--- src/rtl/pipe_skid_buf.sv ---
// pipe_skid_buf - two-entry skid buffer used as a pipeline-stage register.
//
// Sits between two pipeline stages (IF->ID, ID->EX, ...). A main register drives the
// output and a skid register absorbs the one entry that can arrive while the output is
// blocked. Because of the skid entry, in_ready_o depends only on state flops, so there
// is no combinational path from out_ready_i / stall_i back to in_ready_o.
//
// Parameters:
//   DATA_W      payload width in bits
//   BUBBLE_VAL  payload held in an empty entry; driven on out_data_o when out_valid_o=0
//   CNT_W       performance counter width
//
// Ports:
//   clk          clock, rising edge
//   rst_n        asynchronous active-low reset
//   flush_i      synchronous flush, discards held and incoming entries (highest priority)
//   stall_i      hazard stall, blocks output transfer this cycle
//   in_valid_i   upstream entry valid
//   in_ready_o   buffer can accept an entry (registered state only)
//   in_data_i    upstream payload
//   out_valid_o  main entry valid
//   out_ready_i  downstream accepts
//   out_data_o   main entry payload
//   occupancy_o  entries held, 0..2
//   stall_cnt_o  cycles with a valid output that did not transfer (flush cycles excluded)
//   drop_cnt_o   entries discarded by flush
//
// Build option:
//   PIPE_SKID_BUF_PERF_EN  when defined, builds the saturating stall/drop counters;
//                          otherwise both counter ports are tied to zero.

module pipe_skid_buf #(
  parameter int unsigned       DATA_W     = 96,
  parameter logic [DATA_W-1:0] BUBBLE_VAL = '0,
  parameter int unsigned       CNT_W      = 16
) (
  input  logic              clk,
  input  logic              rst_n,
  input  logic              flush_i,
  input  logic              stall_i,
  input  logic              in_valid_i,
  output logic              in_ready_o,
  input  logic [DATA_W-1:0] in_data_i,
  output logic              out_valid_o,
  input  logic              out_ready_i,
  output logic [DATA_W-1:0] out_data_o,
  output logic [1:0]        occupancy_o,
  output logic [CNT_W-1:0]  stall_cnt_o,
  output logic [CNT_W-1:0]  drop_cnt_o
);

  // State encoding equals the number of held entries.
  localparam logic [1:0] StEmpty = 2'd0;
  localparam logic [1:0] StOne   = 2'd1;
  localparam logic [1:0] StTwo   = 2'd2;

  logic [1:0]        r_state;
  logic [1:0]        w_state_nxt;
  logic [DATA_W-1:0] r_main;
  logic [DATA_W-1:0] w_main_nxt;
  logic [DATA_W-1:0] r_skid;
  logic [DATA_W-1:0] w_skid_nxt;
  logic              w_in_fire;
  logic              w_out_fire;

  // ---------------------------------------------------------------------------
  // Handshake outputs, all from state flops
  // ---------------------------------------------------------------------------
  always_comb begin
    in_ready_o  = (r_state != StTwo);
    out_valid_o = (r_state != StEmpty);
    out_data_o  = r_main;
    unique case (r_state)
      StOne:   occupancy_o = 2'd1;
      StTwo:   occupancy_o = 2'd2;
      default: occupancy_o = 2'd0;
    endcase
  end

  assign w_in_fire  = in_valid_i & in_ready_o;
  assign w_out_fire = out_valid_o & out_ready_i & ~stall_i;

  // ---------------------------------------------------------------------------
  // Next-state and datapath
  // ---------------------------------------------------------------------------
  always_comb begin
    w_state_nxt = r_state;
    w_main_nxt  = r_main;
    w_skid_nxt  = r_skid;

    if (flush_i) begin
      // Flush beats everything; an accepted input this cycle is dropped.
      w_state_nxt = StEmpty;
      w_main_nxt  = BUBBLE_VAL;
      w_skid_nxt  = BUBBLE_VAL;
    end else begin
      case (r_state)
        StEmpty: begin
          if (w_in_fire) begin
            w_state_nxt = StOne;
            w_main_nxt  = in_data_i;
          end
        end

        StOne: begin
          if (w_in_fire && w_out_fire) begin
            w_main_nxt = in_data_i;
          end else if (w_in_fire) begin
            w_state_nxt = StTwo;
            w_skid_nxt  = in_data_i;
          end else if (w_out_fire) begin
            w_state_nxt = StEmpty;
            w_main_nxt  = BUBBLE_VAL;
          end
        end

        StTwo: begin
          // in_ready_o is low here, so only the drain path exists.
          if (w_out_fire) begin
            w_state_nxt = StOne;
            w_main_nxt  = r_skid;
            w_skid_nxt  = BUBBLE_VAL;
          end
        end

        default: begin
          // Unreachable encoding: recover to a clean empty buffer.
          w_state_nxt = StEmpty;
          w_main_nxt  = BUBBLE_VAL;
          w_skid_nxt  = BUBBLE_VAL;
        end
      endcase
    end
  end

  always_ff @(posedge clk or negedge rst_n) begin
    if (!rst_n) begin
      r_state <= StEmpty;
      r_main  <= BUBBLE_VAL;
      r_skid  <= BUBBLE_VAL;
    end else begin
      r_state <= w_state_nxt;
      r_main  <= w_main_nxt;
      r_skid  <= w_skid_nxt;
    end
  end

  // ---------------------------------------------------------------------------
  // Performance counters
  // ---------------------------------------------------------------------------
`ifdef PIPE_SKID_BUF_PERF_EN
  logic [CNT_W-1:0] r_stall_cnt;
  logic [CNT_W-1:0] r_drop_cnt;
  logic [CNT_W-1:0] w_stall_cnt_nxt;
  logic [CNT_W-1:0] w_drop_cnt_nxt;
  logic [2:0]       w_drop_amt;
  logic [CNT_W:0]   w_drop_sum;
  logic             w_stall_evt;

  // Entries lost to a flush: everything held plus an accepted input, minus one that
  // still reached downstream. out_fire implies occupancy >= 1, so this never underflows.
  assign w_drop_amt  = 3'(occupancy_o) + 3'(w_in_fire) - 3'(w_out_fire);
  assign w_drop_sum  = {1'b0, r_drop_cnt} + (CNT_W+1)'(w_drop_amt);
  assign w_stall_evt = out_valid_o & ~w_out_fire & ~flush_i;

  always_comb begin
    w_stall_cnt_nxt = r_stall_cnt;
    w_drop_cnt_nxt  = r_drop_cnt;
    if (w_stall_evt && (r_stall_cnt != {CNT_W{1'b1}})) begin
      w_stall_cnt_nxt = r_stall_cnt + 1'b1;
    end
    if (flush_i) begin
      w_drop_cnt_nxt = w_drop_sum[CNT_W] ? {CNT_W{1'b1}} : w_drop_sum[CNT_W-1:0];
    end
  end

  always_ff @(posedge clk or negedge rst_n) begin
    if (!rst_n) begin
      r_stall_cnt <= '0;
      r_drop_cnt  <= '0;
    end else begin
      r_stall_cnt <= w_stall_cnt_nxt;
      r_drop_cnt  <= w_drop_cnt_nxt;
    end
  end

  assign stall_cnt_o = r_stall_cnt;
  assign drop_cnt_o  = r_drop_cnt;
`else
  assign stall_cnt_o = '0;
  assign drop_cnt_o  = '0;
`endif

  // ---------------------------------------------------------------------------
  // Simulation-only invariants
  // ---------------------------------------------------------------------------
`ifndef SYNTHESIS
  a_state_legal : assert property (@(posedge clk) disable iff (!rst_n)
    r_state != 2'd3);

  a_empty_is_bubble : assert property (@(posedge clk) disable iff (!rst_n)
    !out_valid_o |-> (out_data_o == BUBBLE_VAL));

  // A blocked, unflushed output entry stays put.
  a_payload_stable : assert property (@(posedge clk) disable iff (!rst_n)
    (out_valid_o && !w_out_fire && !flush_i) |=> (out_valid_o && $stable(out_data_o)));
`endif

endmodule

--- config.mk ---
export PLATFORM = sky130hd
export DESIGN_NAME = pipe_skid_buf
export DESIGN_NICKNAME = d
export VERILOG_FILES = /design/src/rtl/pipe_skid_buf.sv
export SDC_FILE = /design/constraint.sdc
export NUM_CORES = 1
export LEC_CHECK = 0
export ABC_AREA = 1
export ABC_CLOCK_PERIOD_IN_PS = 3800
export CORE_UTILIZATION = 56
export DETAILED_ROUTE_END_ITERATION = 10
export GPL_ROUTABILITY_DRIVEN = 0
export PLACE_DENSITY_LB_ADDON = 0.3
export SLEW_MARGIN = 10
export SYNTH_ARGS = -nofsm -noshare
export SYNTH_HDL_FRONTEND = slang
export SYNTH_SLANG_ARGS = --single-unit
--- constraint.sdc ---
create_clock -name clk -period 3.8 [get_ports clk]
set_input_delay 0.76 -clock clk [delete_from_list [all_inputs] [get_ports clk]]
set_output_delay 0.76 -clock clk [all_outputs]
set_load 0.05 [all_outputs]
== After elaboration in Yosys (flattened, before gate mapping) ==
Cells that the tools add are included.
Cells by class
  $add $sub $neg: 0
  multipliers: 0
  divide/modulo/power cells: 0
  $lt $le $gt $ge: 0
  eq/ne operators: 11
  shift operators: 0
  multiplexer cells: 18
  bitwise operators: 4
  reductions and logical operators: 6
Operators with widths (number)
  two-way mux 96 bit: 8
  one-hot mux 96 bit (3 select lines): 2
  two-way mux 2 bit: 6
  != test 3 bit (second input constant): 4
  != test 4 bit (second input constant): 3
  AND reduction 4 bit: 3
  one-hot mux 2 bit (3 select lines): 1
  != test 2 bit (second input constant): 2
  one-hot mux 2 bit (2 select lines): 1
  AND 1 bit: 3
  == test 2 x 1 -> 1 bit (second input constant): 1
  == test 2 bit (second input constant): 1
  logical NOT 2 bit: 1
  nonzero test 2 bit: 1
  logical AND 1 bit: 1
  inverter 1 bit: 1
Storage, ports and cells
  register bits after elaboration: 194
  bits in latches: 0
  bits in writable memories: 0
  ROM bits: 0
  input port bits: 102
  output and inout bits: 132
  memories: 0

== Depth between registers and ports, before layout ==
  depth after elaboration: 8
  mapped depth: 10
  depth with buffers taken out: 9

== Least setup slack after synthesis ==
OpenSTA, ideal clock, no wires.
  kind: register -> output
  from: register r_state[1]
  to: output port occupancy_o[1]
  arrival: 1.573 ns
  data required time: 3.040 ns
  path slack: 1.467 ns
  cell stages (with the launch flop): 5
  cell sequence: dfrtp_1 buf_2 nand2_1 clkinv_1 buf_4
On the way
  cells in the longest elaborated chain, start to end: 2
  elaborated cells on any way between the ends: 3
  classes of those cells: eq/ne: 2; mux: 1
RTL lines
  from (decl): line 57  | logic [1:0] r_state;
  from (signal assigned): line 138  | r_state <= StEmpty;
  from (signal assigned): line 142  | r_state <= w_state_nxt;
  == test 2 bit or == test 2 x 1 -> 1 bit (tied branches): line 73  | unique case (r_state)
  one-hot mux 2 bit (2 select lines) *: line 73
  to (decl): line 47  | output logic [1:0] occupancy_o,
Every way passes the cells marked *; elsewhere a longest branch is shown, timed or not.

== Final worst setup path ==
  from: register r_state[0]
  to: output port occupancy_o[1]
The elaborated chain is that of the path after synthesis.

==> flow_summary.toml <==
[detailed_routing]
wl_per_cell_um = 13.9
ant_nets = 0
firstDrtPassIters = 6
num_vias = 10700
drt_wl_total_um = 29000
via_per_inst = 5.13
first_iter_violations = 932
drc = 0

[clock_network]
h-tree-depth = 4
cts_setup_buffers = 0
root_buffer = "clkbuf_16"
numCtsBuffers = 17
cts_tree = "yes"
cts_resized = 0
clk_pin_slew_worst_paths_ps = 80
clock_sinks = 194
clkLatencyLatePin_ps = 430
hold_buffers = 0
cts_buffer_depth = 2

[run_status]
status = "finished, final reports clean"

[power]
ir_drop_mv = 0.347
leakagePower_nw = 7.29
powerDensity_nw_per_um2 = 515

[finish]
mostFrequentLayoutCell = "nand2_1"
design_area_um2 = 13600
nets = 1913
area_growth_pct = 21.7
fillCellCount = 1603
drive_gt1_frac = 0.0318
final_cell_mix = "nand2_1 (764), clkdlybuf4s50_1 (199), nand3_1 (194)"
diodes = 0

[critical_path]
cp_slowest_cell = "dfrtp_1"
ff2ff_setup_slack_ps = 1160
reg2regPathDepth = 8
worst_r2r_endpoint = "out_data_o[12]"
start_kind = "flip-flop"
critPathMaxFanout = 17
r2r_start = "r_state[1]"
crit_arrival_ps = 2220
worstPathRequired_ps = 3040
slowest_delay_ps = 620
crit_chain = "inv_2, nand2_1, clkinv_1, buf_12"
critical_path_class = "reg2out"
crit_path_end_kind = "output port"

[timing]
skew_ps = 14.0
max_freq_mhz = 335
finalSetupViolations = 0
timing.setup.tns_ps = 0
finalCritPeriodShare = 0.785
rsz0062_at_grt = "false"
relSlewSlack = 0.217
slew_violations = 0
hold_viol = 0
min_period_ps = 2980
tightest_slew_ps = 1170

[worst_hold_path]
min_path_cells = 2
min_from = "out_data_o[35]"
hp-class = "reg2reg"
hold_end = "out_data_o[35]"

[synth]
synthTopCellsByArea = "dfrtp_1 (43%), nand2_1 (26%), nand3_1 (8.7%), inv_1 (6.2%), nor2_1 (3.4%)"
syn_inst = 1688
ys_ff_latch = 194
yosysSeqAreaShare = 0.435
synth_top_area_frac = 0.435
synth-warning-count = 0
syn_area_um2 = 11200
synth_area_leader_cell = "dfrtp_1"
avgSynthCellArea_um2 = 6.62
ys_types = 20

[placement]
place_hpwl_um = 16400
port_buffers = 201
post_dp_cell_area_um2 = 13000

[job]
maxCapViolCount = 0

[global_route]
grt_usage = 0.289
grt_max_degree = 194
grt_overflow = 0
grt_pass1_vias = 9739
antenna_found_initial = 0
grt_pass1_wl_um = 47500

[floorplanning]
dieArea_um2 = 20500
io_pins = 234
core_um2 = 19500
die_w_um = 143
die_y_um = 143
initial_core_util = 0.572
rows = 51
-- synthesized netlist by cell type --
| cell type | n |
|---|---|
| nand2_1 | 765 |
| nand3_1 | 195 |
| dfrtp_1 | 194 |
| inv_1 | 183 |
| nor2_1 | 100 |
| o21ai_0 | 74 |
| buf_2 | 41 |
| buf_4 | 41 |
| clkbuf_1 | 37 |
| o21ai_1 | 22 |
| buf_6 | 13 |
| buf_1 | 11 |
| nor2_4 | 3 |
| a21oi_1 | 2 |
| inv_2 | 2 |
| clkinv_1 | 1 |
| conb_1 | 1 |
| nand3_2 | 1 |
| nand3b_1 | 1 |
| o31ai_1 | 1 |
-- cell families (layout without fill, tap and decap cells) --
kind of cell / Yosys count / after routing / synth area share
flip-flops: 194 / 194 / 0.435
other: 1 / 32 / 0.000336
AND/OR/NAND/NOR: 1065 / 1065 / 0.383
buffers and inverters: 329 / 434 / 0.138
AO/OA/AOI/OAI: 99 / 99 / 0.0446
-- layout make-up --
class / instances / area, um^2 / area share
Clock inverter: 11 / 125 / 0.00921
Inverter: 186 / 704 / 0.0518
Clock buffer: 21 / 470 / 0.0346
Sequential cell: 194 / 4860 / 0.357
Tap cell: 265 / 332 / 0.0244
Timing Repair Buffer: 216 / 2190 / 0.161
Multi-Input combinational cell: 1196 / 4910 / 0.362
-- sequential cells by signal, indices dropped and copies added, names as in the netlist --
name	count
r_skid	96
r_state	2
out_data_o	96
-- per-layer routing --
metal  vias up  global-route usage  share of wire
met4         0              0.0756          0.010
li1       5286                   -              -
met2       440               0.476           0.48
met1      4956               0.400           0.43
met3        26              0.0426          0.077
met5         -                   0              0
-- power by group --
part	internal (mW)	switching, mW
logic	0.760	1.86
clock network	1.03	0.805
registers	2.35	0.188
total	4.14	2.85
-- critical path: cells and delay by family (launching register included) --
family        cells  cell delay, ps
buf+inv           3            1000
flops             1             620
simple gates      1             150
-- through the flow --
| stage | hold slack (ps) | std cells | setup WS, ps | utilization | total power, mW |
|---|---|---|---|---|---|
| global placement | 463 | 2057 | 755 | 0.665 | 5.14 |
| global route | 500 | 2089 | 748 | 0.696 | 7.34 |
| floorplan | 453 | 1719 | 1470 | - | 4.39 |
| finish | 481 | 2089 | 817 | 0.696 | 6.99 |
| detailed placement | 465 | 2057 | 686 | 0.665 | 5.17 |
| CTS | 486 | 2089 | 846 | 0.696 | 7.00 |
-- worst max-delay path by stage --
stage                     endpoint  cells past startpoint  startpoint
finish              occupancy_o[1]                      4  r_state[0]
global route        occupancy_o[1]                      4  r_state[0]
CTS                 occupancy_o[1]                      4  r_state[0]
detailed placement  out_data_o[34]                      9     flush_i
global placement    out_data_o[37]                      8     flush_i
floorplan           occupancy_o[1]                      4  r_state[1]
(Power assumes the default switching activity.)
